$ cat src/rtl/clk_div_ctrl.sv
// -----------------------------------------------------------------------------
// clk_div_ctrl
//
// Runtime-programmable divided clock / clock-enable generator with start/stop
// sequencing and a req/ack divisor change handshake. All changes take effect
// only at an output period boundary, so downstream logic never sees a runt
// pulse or a truncated period.
//
// Ports:
//   clk_50m  in   system clock, all logic on rising edge
//   rst_n    in   asynchronous active-low reset
//   start    in   1-cycle pulse: begin output generation
//   stop     in   1-cycle pulse: stop after the current period completes
//   div_req  in   divisor change request, held high until div_ack
//   div_val  in   requested divisor, stable while div_req is high
//   div_ack  out  1-cycle pulse: request consumed (loaded or rejected)
//   div_err  out  1-cycle pulse with div_ack when div_val < 2 (not loaded)
//   div_cur  out  divisor currently in effect
//   clk_out  out  registered divided clock, high for ceil(N/2) of N cycles
//   clk_en   out  registered pulse on cycle 0 of every output period
//   running  out  high while generating (RUN or STOP_PEND)
// -----------------------------------------------------------------------------
module clk_div_ctrl #(
  parameter int unsigned DIV_W       = 8,
  parameter int unsigned DIV_DEFAULT = 25
) (
  input  logic             clk_50m,
  input  logic             rst_n,
  input  logic             start,
  input  logic             stop,
  input  logic             div_req,
  input  logic [DIV_W-1:0] div_val,
  output logic             div_ack,
  output logic             div_err,
  output logic [DIV_W-1:0] div_cur,
  output logic             clk_out,
  output logic             clk_en,
  output logic             running
);

  typedef enum logic [1:0] {
    ST_IDLE      = 2'd0,
    ST_RUN       = 2'd1,
    ST_STOP_PEND = 2'd2
  } state_e;

  localparam logic [DIV_W-1:0] DIV_RST = DIV_W'(DIV_DEFAULT);
  localparam logic [DIV_W-1:0] DIV_MIN = DIV_W'(2);
  localparam logic [DIV_W-1:0] ONE     = DIV_W'(1);

  state_e           state_q, state_d;
  logic [DIV_W-1:0] cnt_q, cnt_d;
  logic [DIV_W-1:0] div_cur_q, div_cur_d;
  logic             clk_out_q, clk_out_d;
  logic             clk_en_q, clk_en_d;
  logic             running_q, running_d;
  logic             div_ack_q, div_ack_d;
  logic             div_err_q, div_err_d;

  logic             active;
  logic             boundary;
  logic             req_take;
  logic             req_bad;
  logic [DIV_W:0]   high_len;   // ceil(N/2) for the divisor of the next cycle

  // NOTE: every signal written here gets a default first so no path leaves it
  // unassigned; otherwise synthesis infers a latch to hold the old value.
  always_comb begin
    state_d   = state_q;
    cnt_d     = cnt_q;
    div_cur_d = div_cur_q;
    clk_out_d = 1'b0;
    clk_en_d  = 1'b0;
    div_ack_d = 1'b0;
    div_err_d = 1'b0;

    active   = (state_q != ST_IDLE);
    // cnt only ever compares against the divisor in effect, never div_val.
    boundary = active && (cnt_q == (div_cur_q - ONE));
    // A request is ignored during its own ack cycle (div_req is still high
    // then); if it stays high one cycle longer it counts as a new request.
    req_take = div_req && !div_ack_q && (!active || boundary);
    req_bad  = (div_val < DIV_MIN);

    if (req_take) begin
      div_ack_d = 1'b1;
      div_err_d = req_bad;
      if (!req_bad) begin
        div_cur_d = div_val;
      end
    end

    unique case (state_q)
      ST_IDLE: begin
        cnt_d = '0;
        // start together with stop: stop wins.
        if (start && !stop) begin
          state_d = ST_RUN;
        end
      end
      ST_RUN: begin
        cnt_d = boundary ? '0 : cnt_q + ONE;
        if (stop) begin
          state_d = ST_STOP_PEND;
        end
      end
      ST_STOP_PEND: begin
        // The boundary ends the period and takes precedence over a late start.
        if (boundary) begin
          state_d = ST_IDLE;
          cnt_d   = '0;
        end else begin
          cnt_d = cnt_q + ONE;
          if (start) begin
            state_d = ST_RUN;
          end
        end
      end
      default: begin
        state_d = ST_IDLE;
        cnt_d   = '0;
      end
    endcase

    running_d = (state_d != ST_IDLE);
    high_len  = ({1'b0, div_cur_d} + {{DIV_W{1'b0}}, 1'b1}) >> 1;
    if (running_d) begin
      clk_en_d  = (cnt_d == '0);
      clk_out_d = ({1'b0, cnt_d} < high_len);
    end
  end

  // NOTE: state is updated with non-blocking assignments so every flop samples
  // the pre-edge value of the others, independent of statement order.
  // NOTE: reset is asynchronous; all outputs drop immediately and a pending
  // request is simply forgotten (div_ack_q cleared, nothing remembered).
  always_ff @(posedge clk_50m or negedge rst_n) begin
    if (!rst_n) begin
      state_q   <= ST_IDLE;
      cnt_q     <= '0;
      div_cur_q <= DIV_RST;
      clk_out_q <= 1'b0;
      clk_en_q  <= 1'b0;
      running_q <= 1'b0;
      div_ack_q <= 1'b0;
      div_err_q <= 1'b0;
    end else begin
      state_q   <= state_d;
      cnt_q     <= cnt_d;
      div_cur_q <= div_cur_d;
      clk_out_q <= clk_out_d;
      clk_en_q  <= clk_en_d;
      running_q <= running_d;
      div_ack_q <= div_ack_d;
      div_err_q <= div_err_d;
    end
  end

  assign div_ack = div_ack_q;
  assign div_err = div_err_q;
  assign div_cur = div_cur_q;
  assign clk_out = clk_out_q;
  assign clk_en  = clk_en_q;
  assign running = running_q;

endmodule
$ cat config.mk
export PLATFORM = sky130hd
export DESIGN_NAME = clk_div_ctrl
export DESIGN_NICKNAME = d
export VERILOG_FILES = /design/src/rtl/clk_div_ctrl.sv
export SDC_FILE = /design/constraint.sdc
export NUM_CORES = 1
export LEC_CHECK = 0
export CAP_MARGIN = 10
export CORE_MARGIN = 4
export CORE_UTILIZATION = 46
export DETAILED_ROUTE_END_ITERATION = 8
export HOLD_SLACK_MARGIN = 0.05
export PLACE_DENSITY = 0.71
export SYNTH_ARGS = -nofsm -noshare
export SYNTH_HDL_FRONTEND = slang
export SYNTH_SLANG_ARGS = --single-unit
export TNS_END_PERCENT = 5
$ cat constraint.sdc
create_clock -name clk_50m -period 5.5 [get_ports clk_50m]
set_clock_uncertainty 0.15 [all_clocks]
set_input_delay 1.1 -clock clk_50m [delete_from_list [all_inputs] [get_ports clk_50m]]
set_output_delay 1.1 -clock clk_50m [all_outputs]
set_load 0.01 [all_outputs]
# --- After elaboration in Yosys (flattened, before gate mapping) ---
# Index checks and enable logic that the tools add are counted.
totals:
  out_inout_bits: 13
  word_cells: 42
  latch_bits: 0
  n_memories: 0
  ff_bits: 23
  romBits: 0
  input_bits: 13
  ram_bits: 0
op_classes:
  n_addsub: 3
  shifts: 0
  n_mux: 13
  div: 0
  bitwise: 0
  n_eq_ne: 3
  n_lt_le_gt_ge: 2
  multipliers: 0
  reduce_logical: 13
op_table:
  columns: ["operator", "n"]
  rows:
  - ["$mux 8", 4]
  - ["$add 8x1->9 const B", 1]
  - ["$add 8x1->8 const B", 1]
  - ["$eq 8x8->1", 1]
  - ["$logic_not 8->1", 1]
  - ["$lt 8x2->1 const B", 1]
  - ["$lt 8x8->1", 1]
  - ["$mux 2", 4]
  - ["$sub 8x1->8 const B", 1]
  - ["$pmux 2 s3", 1]
  - ["$logic_and 1x1->1", 4]
  - ["$mux 1", 4]
  - ["$reduce_bool 2->1", 2]
  - ["$logic_not 1->1", 3]
  - ["$eq 2x1->1 const B", 1]
  - ["$eq 2x2->1 const B", 1]
  - ["$logic_not 2->1", 1]
  - ["$reduce_or 2->1", 1]
  - ["$logic_or 1x1->1", 1]

# --- Longest topological paths before layout ---
# Gate-level depths: netlist (run 1).
logic_depth:
  ltp_word: 9
  ltp_mapped: 17
  depth_no_buf: 16

# --- Worst setup path after synthesis (run 1) ---
# OpenSTA, ideal clock, no wires.
synth_path:
  path_type: "register to register"
  startpoint: "register div_cur_q[0], in the netlist div_cur[0]"
  endpoint: "register clk_out_q, in the netlist clk_out"
  stages_incl_launch_ff: 18
  synth_period_minus_slack_ns: 4.028
  arrival_ns: 3.757
  path_slack_ns: 1.472
  path_cell_list: "dfstp_2 -> inv_1 -> ha_1 -> xor2_1 -> nand2_1 -> or4_1 -> a211o_2 -> a211o_1 -> buf_6 -> mux2_2 -> ha_1 -> nand3_1 -> nand3b_1 -> ha_1 -> nand3_1 -> nor2_1 -> o221ai_1 -> o2111a_1"
synth_via:
  elab_chain_len: 9
  elab_cells_between_ends: 15
  classes_between: "add/sub: 2; order compare: 1; eq/ne: 1; mux: 7; reduce/logical: 4"
synth_rtl:
  columns: ["item", "line", "text"]
  rows:
  - ["start: declaration", "53", "logic [DIV_W-1:0] div_cur_q, div_cur_d;"]
  - ["start signal: assignment", "150", "div_cur_q <= div_cur_d;"]
  - ["$sub 8x1->8", "79", "boundary = active && (cnt_q == (div_cur_q - ONE));"]
  - ["$eq 8x8->1", "79", null]
  - ["$logic_and 1x1->1", "79", null]
  - ["$logic_or 1x1->1", "82", "req_take = div_req && !div_ack_q && (!active || boundary);"]
  - ["$logic_and 1x1->1", "82", null]
  - ["$mux 8 (*)", "85", "if (req_take) begin"]
  - ["named net div_cur_d[0]", "53", null]
  - ["$add 8x1->9 (*)", "126", "high_len = ({1'b0, div_cur_d} + {{DIV_W{1'b0}}, 1'b1}) >> 1;"]
  - ["$lt 8x8->1 (*)", "129", "clk_out_d = ({1'b0, cnt_d} < high_len);"]
  - ["$mux 1 (*)", "127", "if (running_d) begin"]
  - ["named net clk_out_d", "54", "logic clk_out_q, clk_out_d;"]
  - ["end signal: assignment", "151", "clk_out_q <= clk_out_d;"]
  - ["end: declaration", "54", null]
# The timed path passes the listed nets; every way through them passes the cells marked *.

# --- Final worst setup path (run 1) ---
# Same ends and word-level chain as after synthesis.

==> results of run 1 <==
==> layout by cell type, fill, tap and decap left out, types with 2 or more instances in the layout <==
cell type	count
and3_1	2
a22o_2	7
xor2_1	13
nor2_1	13
and2_1	3
ha_1	14
a21oi_1	9
dfrtp_1	20
nor3_1	3
or3_2	2
or4_1	3
and2_2	2
nand3_1	7
o211ai_1	2
o21ai_0	4
xnor2_1	4
clkbuf_4	3
nand4_1	3
or2b_1	2
a32o_2	2
nand2_1	9
dfstp_2	3
a21o_1	2
clkdlybuf4s50_1	25
or2_2	2
inv_1	10
o221ai_1	2
==> cell type report <==
cell class	instances	area, um^2	area share [%]
Sequential cell	23	579.3	29.81
Multi-Input combinational cell	131	983.4	50.61
Tap cell	46	57.56	2.962
Timing Repair Buffer	26	257.7	13.26
Inverter	10	37.54	1.932
Clock buffer	3	22.52	1.159
Clock inverter	1	5.005	0.2576
==> layer usage <==
layer / part of all wire, % / track usage (%) / routed length, um / vias up
li1: - / - / - / 669
met1: 45 / 25.54 / 1748 / 666
met2: 49 / 31.11 / 1871 / 35
met3: 4.3 / 2.163 / 167 / 7
met4: 1.7 / 7.595 / 67 / 0
met5: 0 / 0 / 0 / -
==> worst min path at each step <==
stage	startpoint	end	slack, ns	cells after the start
floorplan	cnt_q[0]$_DFF_PN0_	cnt_q[0]$_DFF_PN0_	0.39	1
global route	div_ack$_DFF_PN0_	div_ack$_DFF_PN0_	0.46	2
detailed placement	div_ack$_DFF_PN0_	div_ack$_DFF_PN0_	0.40	2
global placement	div_ack$_DFF_PN0_	div_ack$_DFF_PN0_	0.39	2
finish	div_ack$_DFF_PN0_	div_ack$_DFF_PN0_	0.41	2
CTS	div_ack$_DFF_PN0_	div_ack$_DFF_PN0_	0.42	2
==> logic make-up after synthesis <==
family,after synthesis,share of synthesized area (%)
buf+inv,14,4.438
mux,1,0.6886
simple gates,58,19.28
fa+ha+maj,14,10.71
compound gates,40,19.36
xor+xnor,18,10.10
flops,23,35.42
==> registers in the layout (all words and copies together), names as in the netlist <==
signal	flops
clk_out	1
cnt_q	8
clk_en	1
div_cur	8
running	1
div_ack	1
state_q	2
div_err	1
==> per-stage QoR <==
stage | hold slack, ns | util (%) | worst slack (ns)
2_1_floorplan | 0.3893 | - | 1.472
3_3_place_gp | 0.3851 | 56.52 | 1.130
3_5_place_dp | 0.3992 | 56.52 | 0.9958
4_1_cts | 0.4219 | 57.33 | 1.172
5_1_grt | 0.4575 | 57.33 | 0.9468
6_report | 0.4122 | 57.33 | 1.174
==> worst reg2reg max path: cells and delay by family (launching register included) <==
| family | cells | cell delay, ns |
|---|---|---|
| AO/OA/AOI/OAI | 4 | 1.09 |
| AND/OR/NAND/NOR | 6 | 1.06 |
| adder cells (fa/ha/maj) | 3 | 0.81 |
| flip-flops | 1 | 0.61 |
| multiplexers | 1 | 0.29 |
| XOR/XNOR | 1 | 0.15 |
| buffers and inverters | 1 | 0.08 |
==> cell usage after synthesis (3+ instances only) <==
library cell and n:
nor3_1 3, nand3_1 7, dfstp_2 3, or4_1 3
a21oi_1 9, and2_1 3, ha_1 14, nand4_1 3
nor2_1 13, inv_1 10, xor2_1 13, nand2_1 9
xnor2_1 4, o21ai_0 4, dfrtp_1 20, a22o_2 7
==> where the power goes <==
part | internal (W) | switching, W
combinational | 0.000292 | 0.000298
sequential | 0.000234 | 0.0000821
clock | 0.0000273 | 0.0000545
==> impl_metrics.csv, run 1 <==
group,metric,value,unit
run_status,status,"completed",
critical_path,critical_path.cell_chain,"inv_1, ha_1, xor2_1, nand2_1, or4_1, a211o_2, a211o_1, mux2_2, ha_1, nand3_1, nand3b_1, ha_1, nand3_1, nor2_1, o221ai_1, o2111a_1",
floorplanning,start_util,48.25,%
synth,synth_largest_area_cell,"dfrtp_1",
power_and_ir_drop,ir_drop,331.5,uV
floorplanning,die_area,4573,um^2
synth,synth_seq_cells,23,
critical_path,arrival,4.40,ns
synth,synth-seq-area-share,35.42,%
critical_path,endpoint_kind,"flop",
clock_tree,cts_buffers,3,
sta,rsz0062_at_grt,"no",
synth,synthCells,168,
finish,area_growth,18.82,%
clock_tree,h-tree-depth,1,
critical_path,crit_type,"reg2reg",
synth,synthTopCellsByArea,"dfrtp_1 (31%), ha_1 (11%), xor2_1 (7.0%)",
clock_tree,cts_tree,"yes",
sta,min_period,4.326,ns
floorplanning,die_w,67.63,um
synth,synth_warnings,0,
clock_tree,cts_setup_buffers,0,
placed_design,placedInstanceArea,1916,um^2
sta,hold_violations,0,
critical_path,cp_num_buf_inv,1,
floorplanning,num_io_pins,26,
critical_path,rrSetupSlack,1.17,ns
synth,avgSynthCellArea,9.734,um^2
sta,tns,0,ns
power_and_ir_drop,power.total,0.0009872,W
routing,routed_wl,3.853,mm
placed_design,dp.cells,236,
finish,fillers,288,
critical_path,endpoint,"clk_out$_DFF_PN0_",
synth,yosysUniqueCellTypes,49,
routing,via_per_inst,5.738,
global_routing,grt_util_all_layers,19.06,%
critical_path,crit_start,"div_cur[0]$_DFF_PN1_",
clock_tree,cts_hold_buf,0,
routing,vias,1377,
synth,yosysTopAreaCellShare,30.60,%
sta,worst_pin_slew,1.025,ns
synth,synth-edff-count,0,
routing,drc,0,
clock_tree,insertion_delay,0.33,ns
clock_tree,max-clock-path-buffers,2,
finish,fin_cells,240,
clock_tree,ctsResizeCount,0,
critical_path,worstPathMaxFanout,11,
global_routing,grt_overflow,0,
critical_path,crit_path_start_kind,"flop",
global_routing,grt_max_degree,24,
critical_path,r2r-start,"div_cur[0]$_DFF_PN1_",
critical_path,slowest_stage,"dfstp_2",
finish,stdcell_area,1943,um^2
critical_path,r2r_cells,16,
finish,fin_nets,222,
worst_hold_path,hold_class,"reg2reg",
sta,finalSetupViolCount,0,
floorplanning,core-area,3390,um^2
routing,first_pass_iters,4,
power_and_ir_drop,p_leak,0.8513,nW
clock_tree,cts_root_buf,"clkbuf_4",
synth,synth.net_count,195,
sta,finalMaxSlewViolations,0,
finish,drive_above_1_share,15.98,%
sta,final.period_utilization,78.66,%
synth,async_flop_share,100.0,%
critical_path,path_delay_family,"compound AO/OA/AOI/OAI gates",
sta,relSlewSlack,31.44,%
global_routing,grt_pass1_vias,1402,
global_routing,antenna_found_initial,0,
power_and_ir_drop,power.density,508.1,nW/um^2
clock_tree,cts_num_sinks,23,
synth,syn-cell-area,1635,um^2
sta,clock.fmax,0.2311,GHz
floorplanning,placementRows,21,
global_routing,grt_pass1_wl,6.561,mm
placed_design,gp_congestion,0.8750,
critical_path,cp.depth,16,
run,drv_cap,0,
routing,drt_iter0_drc,47,
routing,ant_nets,0,
critical_path,critPathMaxStageDelay,0.61,ns
critical_path,cp.required,5.57,ns
clock_tree,clk_pin_slew_worst_paths,0.14,ns
synth,ys.flop_type,"dfrtp_1",
placed_design,place_hpwl,3.104,mm
critical_path,cpMostUsedCell,"ha_1",
critical_path,timing.rr.end,"clk_out$_DFF_PN0_",
placed_design,port_buffers,25,
routing,wire_per_inst,16.05,um
floorplanning,fp.dieH,67.63,um
finish,antenna_cells,0,
(Power assumes the default switching activity.)
==> run 2, diff against run 1 <==
- clock period: 5.5 -> 4.44 ns (I/O delays scaled with it)
==> impl_metrics.csv, run 2 (same netlist as run 1, synthesis figures left out) <==
group,metric,value,unit
run_status,status,"completed",
clock_tree,cts_buffers,3,
clock_tree,max-clock-path-buffers,2,
sta,clock.fmax,0.2404,GHz
placed_design,place_hpwl,3.050,mm
floorplanning,start_util,48.25,%
floorplanning,die_w,67.63,um
critical_path,arrival,4.23,ns
clock_tree,cts_hold_buf,0,
power_and_ir_drop,power.density,630.1,nW/um^2
finish,fillers,301,
routing,via_per_inst,5.789,
placed_design,dp_slack,0.1733,ns
critical_path,worstPathMaxFanout,6,
clock_tree,ctsResizeCount,0,
critical_path,r2r_cells,16,
global_routing,grt_util_all_layers,18.18,%
sta,final.period_utilization,93.67,%
critical_path,endpoint_kind,"flop",
routing,wire_per_inst,16.01,um
power_and_ir_drop,p_leak,0.8605,nW
sta,rsz0062_at_grt,"no",
floorplanning,placementRows,21,
global_routing,antenna_found_initial,0,
finish,drive_above_1_share,16.84,%
critical_path,crit_path_start_kind,"flop",
finish,final_cell_mix,"clkdlybuf4s50_1 (25), dfrtp_1 (20), ha_1 (14)",
critical_path,r2r-start,"div_cur[0]$_DFF_PN1_",
placed_design,port_buffers,25,
finish,area_growth,19.74,%
clock_tree,cts_num_sinks,23,
floorplanning,num_io_pins,26,
power_and_ir_drop,ir_drop,331.1,uV
sta,tns,0,ns
global_routing,grt_pass1_wl,6.272,mm
routing,first_pass_iters,4,
finish,multi_input_area,983.4,um^2
clock_tree,cts_setup_buffers,0,
worst_hold_path,hold_class,"reg2reg",
floorplanning,die_area,4573,um^2
run,drv_cap,0,
sta,fin_ws,0.2809,ns
critical_path,cp.required,4.51,ns
clock_tree,cts_root_buf,"clkbuf_4",
sta,worst_pin_slew,1.014,ns
floorplanning,fp.dieH,67.63,um
finish,fin_cells,242,
sta,min_period,4.159,ns
placed_design,dp.cells,237,
routing,routed_wl,3.874,mm
clock_tree,h-tree-depth,1,
routing,drt_iter0_drc,66,
critical_path,crit_type,"reg2reg",
global_routing,grt_pass1_vias,1290,
clock_tree,cts_tree,"yes",
placed_design,gp_congestion,0.9256,
routing,ant_nets,0,
finish,seqCellArea,579.3,um^2
finish,antenna_cells,0,
floorplanning,core-area,3390,um^2
global_routing,grt_max_degree,24,
critical_path,crit_start,"div_cur[0]$_DFF_PN1_",
sta,hold_violations,0,
routing,drc,0,
sta,finalMaxSlewViolations,0,
sta,relSlewSlack,32.19,%
clock_tree,insertion_delay,0.32,ns
routing,vias,1401,
finish,fin_nets,224,
clock_tree,clk_pin_slew_worst_paths,0.13,ns
sta,finalSetupViolCount,0,
worst_hold_path,min_from,"div_cur[7]$_DFF_PN0_",
finish,final_common_cell,"clkdlybuf4s50_1",
global_routing,grt_overflow,0,
worst_hold_path,holdPathStages,1,
power_and_ir_drop,power.total,0.001234,W
run 2: cell count changes in the layout (fill, tap and decap cells not counted), sizes merged:
cell / delta
buf: +2
run 2: power breakdown:
part | leakage (nW) | switching [W] | internal [W]
Clock | 0.0177 | 0.0000678 | 0.0000337
Sequential | 0.292 | 0.000101 | 0.000289
Combinational | 0.550 | 0.000371 | 0.000372
run 2: through the flow:
stage	hold WS (ns)	util (%)	cell area, um^2
4_1_cts	0.4794	57.55	1951
2_1_floorplan	0.3893	-	1635
3_5_place_dp	0.4457	56.74	1923
3_3_place_gp	0.4382	56.74	1923
5_1_grt	0.5068	57.77	1958
6_report	0.4744	57.77	1958
run 2: per-layer routing:
| metal | part of all wire, % | global-route usage, % | vias to the layer above |
|---|---|---|---|
| met1 | 46 | 24.59 | 677 |
| met4 | 1.2 | 5.570 | 0 |
| met3 | 5.2 | 2.829 | 7 |
| met2 | 47 | 29.65 | 46 |
| met5 | 0 | 0 | - |
| li1 | - | - | 671 |
run 2: layout make-up:
cell class                      instances  area share (%)
Clock buffer                            3           1.150
Clock inverter                          1          0.2556
Inverter                               10           1.917
Multi-Input combinational cell        131           50.22
Sequential cell                        23           29.58
Tap cell                               46           2.939
Timing Repair Buffer                   28           13.93
run 2: final timing paths:
kind | end | slack [ns]
worst max-delay path | clk_out$_DFF_PN0_ | 0.28
worst min-delay path | div_cur[7]$_DFF_PN0_ | 0.47
worst max register to register | clk_out$_DFF_PN0_ | 0.28
worst min register to register | div_cur[7]$_DFF_PN0_ | 0.47
max in group asynchronous | running$_DFF_PN0_ | 2.58
min in group asynchronous | cnt_q[4]$_DFF_PN0_ | 0.96
run 2: worst max-delay path, stage by stage (launching register included):
cell      delay [ns]
dfstp_2         0.60
inv_1           0.07
ha_1            0.30
xor2_1          0.15
nand2_1         0.06
or4_1           0.47
a211o_2         0.37
a211o_1         0.32
mux2_2          0.26
ha_1            0.21
nand3_1         0.12
nand3b_1        0.20
ha_1            0.31
nand3_1         0.10
nor2_1          0.10
o221ai_1        0.11
o2111a_1        0.14
==> run 3, diff against run 2 <==
- ABC_AREA: unset -> 1
- PLACE_DENSITY: 0.71 -> 0.7
==> impl_metrics.csv, run 3 <==
group,metric,value,unit
worst_hold_path,hold_class,"reg2reg",
sta,final.period_utilization,80.75,%
synth,synth.net_count,280,
routing,ant_nets,0,
finish,multi_input_area,1092,um^2
run,drv_cap,0,
finish,seqCellArea,579.3,um^2
sta,tns,0,ns
floorplanning,start_util,48.81,%
clock_tree,h-tree-depth,1,
clock_tree,cts_buffers,3,
sta,finalSetupViolCount,0,
synth,synthCells,253,
global_routing,grt_util_all_layers,17.97,%
critical_path,crit_type,"reg2reg",
finish,final_common_cell,"nand2_1",
critical_path,arrival,3.63,ns
finish,fin_nets,310,
sta,rsz0062_at_grt,"no",
synth,synth_largest_area_cell,"dfrtp_1",
sta,relSlewSlack,66.38,%
sta,fin_ws,0.8546,ns
synth,synthTopCellsByArea,"dfrtp_1 (27%), nand2_1 (12%), ha_1 (9.5%)",
synth,synth.most_common_cell,"nand2_1",
floorplanning,die_w,71.26,um
sta,clock.fmax,0.2789,GHz
power_and_ir_drop,p_int,0.0006978,W
placed_design,port_buffers,25,
synth,syn-cell-area,1841,um^2
critical_path,cpMostUsedCell,"ha_1",
power_and_ir_drop,power_frac_seq,27.9,%
placed_design,place_hpwl,3.408,mm
global_routing,grt_overflow,0,
global_routing,antenna_found_initial,0,
synth,yosysUniqueCellTypes,29,
floorplanning,num_io_pins,26,
clock_tree,ctsResizeCount,0,
global_routing,grt_max_degree,24,
synth,synth-seq-area-share,31.48,%
run_status,status,"completed",
sta,min_period,3.585,ns
power_and_ir_drop,power.density,622.7,nW/um^2
power_and_ir_drop,power.total,0.001368,W
floorplanning,fp.dieH,71.26,um
global_routing,grt_pass1_wl,7.203,mm
synth,synth_warnings,0,
synth,synth-edff-count,0,
critical_path,cp.required,4.49,ns
floorplanning,die_area,5077,um^2
critical_path,path_delay_family,"simple AND/OR/NAND/NOR gates",
finish,utilization,58.26,%
routing,vias,1646,
power_and_ir_drop,ir_drop,311.7,uV
finish,final_cell_mix,"nand2_1 (57), inv_1 (37), nand3_1 (29)",
clock_tree,cts_num_sinks,23,
critical_path,slowest_stage,"dfstp_2",
finish,antenna_cells,0,
clock_tree,cts_hold_buf,0,
synth,ys.flop_type,"dfrtp_1",
finish,drive_above_1_share,14.89,%
synth,synth_commonest_cells,"nand2_1 (57), inv_1 (37), nand3_1 (29)",
critical_path,critPathMaxStageDelay,0.61,ns
clock_tree,clk_pin_slew_worst_paths,0.09,ns
sta,hold_violations,0,
critical_path,critical_path.cell_chain,"inv_2, ha_1, xor2_1, nand3_1, nor2_1, nand2_1, nor2_2, nand2_2, nand2_4, nand2_4, o21ai_2, ha_1, inv_1, nor2_2, nand4_1, ha_1, a21oi_1, o21a_1, nand2_1, a21oi_1",
critical_path,crit_path_start_kind,"flop",
clock_tree,max-clock-path-buffers,2,
clock_tree,cts_root_buf,"clkbuf_8",
routing,first_pass_iters,4,
power_and_ir_drop,p_clk_share,9.6,%
synth,synth_seq_cells,23,
clock_tree,cts_tree,"yes",
routing,drt_iter0_drc,81,
synth,avgSynthCellArea,7.275,um^2
placed_design,dp_slack,0.6478,ns
sta,finalMaxSlewViolations,0,
critical_path,cp_num_buf_inv,2,
finish,area_growth,19.37,%
finish,fillers,359,
power_and_ir_drop,p_comb_share,62.6,%
critical_path,endpoint_kind,"flop",
routing,wire_per_inst,12.58,um
global_routing,grt_pass1_vias,1537,
power_and_ir_drop,p_sw,0.0006704,W
routing,drc,0,
synth,yosysTopAreaCellShare,27.19,%
sta,worst_pin_slew,0.5025,ns
placed_design,gp_congestion,0.8686,
floorplanning,core-area,3771,um^2
clock_tree,cts_setup_buffers,0,
routing,via_per_inst,4.988,
power_and_ir_drop,p_leak,1.126,nW
routing,routed_wl,4.152,mm
power_and_ir_drop,switching_share,49.00,%
critical_path,worstPathMaxFanout,12,
clock_tree,insertion_delay,0.26,ns
floorplanning,placementRows,22,
synth,async_flop_share,100.0,%
[run 3: cell count changes after synthesis, moves of 4 or more]
cell / before / now
xor2_1: 13 / 9
a22o_2: 7 / 0
nand2_2: 0 / 16
nor2_2: 0 / 6
inv_1: 10 / 37
nor2_1: 13 / 20
nand3_1: 7 / 29
o21bai_1: 0 / 4
nand2_1: 9 / 57
[run 3: cell families (layout without fill, tap and decap cells)]
family / Yosys count / after routing / share of synthesized area [%]
adder cells (fa/ha/maj): 14 / 14 / 9.517
flip-flops: 23 / 23 / 31.48
AO/OA/AOI/OAI: 20 / 20 / 6.934
XOR/XNOR: 13 / 13 / 6.186
buffers and inverters: 42 / 71 / 9.177
AND/OR/NAND/NOR: 141 / 141 / 36.71
[run 3: tightest hold or removal path: cells and delay by family, from the launching register on]
kind	cells	cell delay [ns]
compound gates	1	0.07
flops	1	0.41
simple gates	1	0.07
[run 3: metrics by stage]
stage,area (um^2),hold WS (ns),std cells
finish,2197,0.4183,330
global route,2197,0.4429,330
CTS,2182,0.4213,329
detailed placement,2136,0.4068,325
global placement,2136,0.3984,325
floorplan,1841,0.3845,253
[run 3: metal layers]
metal	global-route usage (%)	part of all wire, %
met5	0	0
met4	4.384	0.92
met3	2.104	1.9
met2	29.39	46
met1	25.33	51
[run 3: final cells by class]
cell class	count	area share (%)
inverter	41	7.005
sequential	23	26.37
tap	48	2.733
clock inverter	1	0.2278
clock buffer	3	1.879
timing repair buffer	26	12.07
multi-input combinational	188	49.72
[run 3: power groups by stage]
stage               Sequential [W]  Combinational [W]  Clock [W]
floorplan                 0.000385           0.000597          0
global route              0.000388           0.000993   0.000144
detailed placement        0.000383           0.000859          0
finish                    0.000381           0.000856   0.000131
global placement          0.000384           0.000850          0
CTS                       0.000378           0.000864   0.000135
[run 3: worst paths after layout]
path | start | to | slack [ns] | cells after the start
max | div_cur[0]$_DFF_PN1_ | clk_out$_DFF_PN0_ | 0.85 | 20
min | div_cur[0]$_DFF_PN1_ | div_cur[0]$_DFF_PN1_ | 0.42 | 2
max reg2reg | div_cur[0]$_DFF_PN1_ | clk_out$_DFF_PN0_ | 0.85 | 20
min reg2reg | div_cur[0]$_DFF_PN1_ | div_cur[0]$_DFF_PN1_ | 0.42 | 2
max in group asynchronous | rst_n | div_cur[0]$_DFF_PN1_ | 2.94 | 2
min in group asynchronous | rst_n | div_cur[6]$_DFF_PN0_ | 0.70 | 1
